File: config.mk
export PLATFORM = sky130hd
export DESIGN_NAME = registrador_universal
export DESIGN_NICKNAME = d
export VERILOG_FILES = /design/src/rtl/registrador_pkg.sv /design/src/rtl/registrador_deslocador.sv /design/src/rtl/registrador_universal.sv
export SDC_FILE = /design/constraint.sdc
export NUM_CORES = 1
export LEC_CHECK = 0
export ABC_AREA = 1
export ABC_CLOCK_PERIOD_IN_PS = 2300
export BUFFER_PORTS_ARGS = -buffer_cell sky130_fd_sc_hd__buf_2
export CAP_MARGIN = 40
export CORE_AREA = 2 2 58 60
export CTS_CLUSTER_SIZE = 10
export DETAILED_ROUTE_END_ITERATION = 7
export DIE_AREA = 0 0 60 62
export PLACE_DENSITY = 0.78
export SETUP_SLACK_MARGIN = 0.3
export SYNTH_ARGS = -nofsm -noshare
export SYNTH_HDL_FRONTEND = slang
export SYNTH_SLANG_ARGS = --single-unit
File: constraint.sdc
create_clock -name Clk -period 2.3 [get_ports Clk]
set_input_delay 0.345 -clock Clk [delete_from_list [all_inputs] [get_ports Clk]]
set_output_delay 0.345 -clock Clk [all_outputs]
set_load 0.05 [all_outputs]
File: src/rtl/registrador_pkg.sv
// Shared types and helpers for the universal register and its one-position shifter.
package registrador_pkg;

    typedef enum logic [2:0] {
        OP_HOLD = 3'd0,
        OP_LOAD = 3'd1,
        OP_CLR  = 3'd2,
        OP_SHL  = 3'd3,
        OP_SHR  = 3'd4,
        OP_ROL  = 3'd5,
        OP_ROR  = 3'd6,
        OP_ASR  = 3'd7
    } op_t;

    typedef enum logic {
        ST_IDLE  = 1'b0,
        ST_SHIFT = 1'b1
    } state_t;

    // One extra bit so a count equal to (or above) WIDTH is representable.
    function automatic int cnt_width(input int width);
        return $clog2(width) + 1;
    endfunction

    function automatic logic is_shift_op(input op_t op);
        return op >= OP_SHL;
    endfunction

endpackage

File: src/rtl/registrador_deslocador.sv
// Combinational one-position shifter shared by the single-op and multi-cycle paths.
module deslocador
    import registrador_pkg::*;
#(
    parameter int WIDTH = 8
) (
    input  logic [WIDTH-1:0] value,
    input  op_t              op,
    input  logic             ser_in,
    output logic [WIDTH-1:0] next_value,
    output logic             out_bit
);

    always_comb begin
        next_value = value;
        out_bit    = 1'b0;
        case (op)
            OP_SHL: begin
                next_value = {value[WIDTH-2:0], ser_in};
                out_bit    = value[WIDTH-1];
            end
            OP_SHR: begin
                next_value = {ser_in, value[WIDTH-1:1]};
                out_bit    = value[0];
            end
            OP_ROL: begin
                next_value = {value[WIDTH-2:0], value[WIDTH-1]};
                out_bit    = value[WIDTH-1];
            end
            OP_ROR: begin
                next_value = {value[0], value[WIDTH-1:1]};
                out_bit    = value[0];
            end
            OP_ASR: begin
                next_value = {value[WIDTH-1], value[WIDTH-1:1]};
                out_bit    = value[0];
            end
            default: begin
                next_value = value;
                out_bit    = 1'b0;
            end
        endcase
    end

endmodule

File: src/rtl/registrador_universal.sv
// Parametrised universal register: load/clear/shift/rotate per cycle, plus a
// multi-cycle "shift by Count" sequencer with Busy/Done status.
module registrador_universal
    import registrador_pkg::*;
#(
    parameter  int WIDTH = 8,
    localparam int CNT_W = cnt_width(WIDTH)
) (
    input  logic             Clk,
    input  logic             Reset,
    input  logic [2:0]       Op,
    input  logic             En,
    input  logic             Start,
    input  logic [CNT_W-1:0] Count,
    input  logic [WIDTH-1:0] A,
    input  logic             SerIn,
    output logic [WIDTH-1:0] S,
    output logic             SerOut,
    output logic             Busy,
    output logic             Done,
    output state_t           dbg_state
);

    // Handshake: Start is accepted in any cycle Busy is low (including the Done
    // cycle); Busy then stays high for exactly Count cycles, and Done pulses for
    // one cycle when the request retires. Degenerate requests pulse Done only.

    state_t            state;
    op_t               op_q;
    logic [CNT_W-1:0]  cnt;
    op_t               op_in;
    op_t               sh_op;
    logic [WIDTH-1:0]  sh_next;
    logic              sh_out;

    assign op_in = op_t'(Op);
    assign sh_op = (state == ST_SHIFT) ? op_q : op_in;

    deslocador #(.WIDTH(WIDTH)) u_deslocador (
        .value      (S),
        .op         (sh_op),
        .ser_in     (SerIn),
        .next_value (sh_next),
        .out_bit    (sh_out)
    );

    always_ff @(posedge Clk) begin
        if (Reset) begin
            state  <= ST_IDLE;
            op_q   <= OP_HOLD;
            cnt    <= '0;
            S      <= '0;
            SerOut <= 1'b0;
            Done   <= 1'b0;
        end else begin
            Done <= 1'b0;
            case (state)
                ST_IDLE: begin
                    if (Start) begin
                        if (is_shift_op(op_in) && (Count != '0)) begin
                            op_q  <= op_in;
                            cnt   <= Count;
                            state <= ST_SHIFT;
                        end else begin
                            Done <= 1'b1;
                        end
                    end else if (En) begin
                        case (op_in)
                            OP_HOLD: ;
                            OP_LOAD: S <= A;
                            OP_CLR:  S <= '0;
                            default: begin
                                S      <= sh_next;
                                SerOut <= sh_out;
                            end
                        endcase
                    end
                end
                ST_SHIFT: begin
                    S      <= sh_next;
                    SerOut <= sh_out;
                    cnt    <= cnt - CNT_W'(1);
                    // The edge applying the final shift retires the request.
                    if (cnt == CNT_W'(1)) begin
                        state <= ST_IDLE;
                        Done  <= 1'b1;
                    end
                end
                default: state <= ST_IDLE;
            endcase
        end
    end

    assign Busy      = (state == ST_SHIFT);
    assign dbg_state = state;

endmodule

==> reports/qor.yml <==
status:
  status: "complete, no violations"
timing:
  fmax_ghz: 0.662
  relSlewSlack_pct: 66.6
  final.setup_skew_ps: 5.03
  period_needed_ps: 1510
  fin_setup_tns_ps: 0
  worst_slew_pin_slew_ps: 498
  hold_violations: 0
  maxSlewViolCount: 0
  worst_hold_slack_ps: 307
  rsz0062_at_grt: "no"
  min_period_over_period_pct: 65.7
  finalSetupViolCount: 0
  layout_setup_ws_ps: 788
clock_network:
  clock_sinks: 18
  cts_buffers: 3
  cts_resized: 0
  clk_latency_ps: 300
  clk_path_buf_depth: 2
  htreeDepth: 1
  cts_hold_buffers: 0
  post-cts-setup-buffer-count: 0
  cts_tree: "done"
  cts_root_buf: "clkbuf_4"
  path_clk_slew_ps: 110
layout:
  nets: 255
  final_core_util_pct: 48.3
  syn_to_final_growth_pct: 14.4
  mostFrequentLayoutCells: "nand2_1 (39), buf_2 (31), nand3_1 (28)"
  final_common_cell: "nand2_1"
  diodes: 0
  fin_area_um2: 1540
  drive_gt1_share_pct: 28.0
floorplan:
  initial_core_util_pct: 42.2
  placeableCoreArea_um2: 3180
  dieArea_um2: 3720
  io_pins: 32
  rows: 21
  die_x_um: 60
  fp.dieH_um: 62
placed_design:
  io_buffers: 31
  pre_cts_ws_ps: 791
  placed_area_um2: 1500
  gp_congestion: 0.871
  dp_hpwl_um: 2390
drt:
  drt_wl_total_um: 3230
  dr.first_iter.drc_count: 91
  ant_nets: 0
  drc: 0
  post_drt_wl_per_cell_um: 11.6
  first_pass_iters: 5
  drt-vias-per-instance: 5.03
  vias: 1399
logic_synthesis:
  yosys.area.top_type: "dfxtp_1"
  avgSynthCellArea_um2: 6.61
  ys_seq_area_share_pct: 26.8
  synth_edf_count: 0
  synthDistinctLibCells: 29
  netlist_area_um2: 1340
  synth_area_leaders: "dfxtp_1 (27%), nand2_1 (11%), nand3_1 (10%)"
  ys_ff_latch: 18
  synth_nets: 225
  ys_async_sr_fraction_pct: 0
  synth_ff_type: "dfxtp_1"
  synth_top_area_share_pct: 26.8
  yosys_warnings: 0
  postSynthCellCount: 203
global_route:
  antenna_found_initial: 0
  grt.total_usage_pct: 18.9
  grt_pass1_wl_um: 5440
  grt_remaining_overflow: 0
  grt_max_degree: 16
  grt_pass1_vias: 1236
hold_path:
  hp-class: "primary input to register"
  hold_end: "SerOut"
  hold_path_depth: 2
  hp-start: "Reset"
job:
  drv_cap: 0
pwr:
  ir_worst_vdd_uv: 267
  leakage_nw: 0.760
  powerDensity_nw_per_um2: 644
worst_setup_path:
  cp.required_ps: 2510
  timing.rr.start: "Busy"
  critPathBufInv: 2
  crit_family: "simple AND/OR/NAND/NOR gates"
  crit_arrival_ps: 1720
  rr_worst_depth: 10
  endpoint_kind: "register"
  cpMostUsedCell: "nand2_1"
  cp_max_fo: 15
  cp-start-kind: "register"
  timing.rr.end: "S[3]"
  reg2reg_slack_ps: 790
  cp_slowest_cell: "dfxtp_1"
  worstSetupPathType: "register to register"
  slowest_delay_ps: 330
  crit_chain: "inv_2 > nand2_1 > nand2_1 > nand2_2 > nand2_4 > nand2_2 > inv_2 > nand2_1 > nand3_1 > a21oi_1"
## synth_stat cells, types with 2 or more instances
| library cell | number |
|---|---|
| a21oi_1 | 22 |
| a21oi_2 | 3 |
| a31oi_1 | 4 |
| buf_6 | 3 |
| dfxtp_1 | 18 |
| ha_1 | 2 |
| inv_1 | 26 |
| inv_2 | 3 |
| inv_4 | 2 |
| nand2_1 | 39 |
| nand2_2 | 8 |
| nand2_4 | 7 |
| nand3_1 | 28 |
| nand4_1 | 2 |
| nor2_1 | 8 |
| nor3_1 | 2 |
| o21ai_0 | 13 |
| or2_2 | 2 |
## flip-flops by register name (all words and copies together), names as in the netlist
name    cells
Busy        1
S           8
SerOut      1
op_q        3
Done        1
cnt         4
## final cells by class
cell class	count	area [µm²]
flip-flops and latches	18	360
repair buffers	32	163
well taps	46	57.6
multi-input cells	147	797
fillers	341	1640
inverters	31	121
clock buffers	4	36.3
## where the power goes
| part | leakage [nW] | switching (mW) | internal, mW |
|---|---|---|---|
| Combinational | 0.590 | 0.281 | 0.124 |
| Clock | 0.0210 | 0.110 | 0.0966 |
| Sequential | 0.148 | 0.0319 | 0.345 |
## logic make-up after synthesis
family | count (synthesis) | synth area share [%]
and+or+nand+nor | 100 | 39.0
AOI/OAI and AO/OA | 44 | 17.9
buffers and inverters | 38 | 13.8
xor gates and xnor gates | 1 | 0.652
adders and majority gates | 2 | 1.86
DFF | 18 | 26.8
## worst max-delay path by stage
| stage | startpoint | end | slack (ps) | cells past startpoint |
|---|---|---|---|---|
| global route | Busy | S[2] | 600 | 10 |
| finish | Busy | S[3] | 790 | 10 |
| detailed placement | Op[0] | cnt[3] | 790 | 10 |
| CTS | Busy | Busy | 800 | 2 |
| floorplan | Busy | S[7] | 610 | 10 |
| global placement | Busy | S[3] | 820 | 10 |
## metal layers
metal	share of wire (%)	vias to the layer above	global-route usage [%]
li1	-	723	-
met1	49	617	27.8
met2	42	52	28.9
met3	6.9	7	2.07
met4	1.5	0	5.71
met5	0	-	0
## through the flow
stage | std cells | total power [mW]
2_1_floorplan | 203 | 0.707
3_3_place_gp | 274 | 0.779
3_5_place_dp | 274 | 0.783
4_1_cts | 278 | 0.987
5_1_grt | 278 | 1.05
6_report | 278 | 0.989
(Power assumes the default switching activity.)
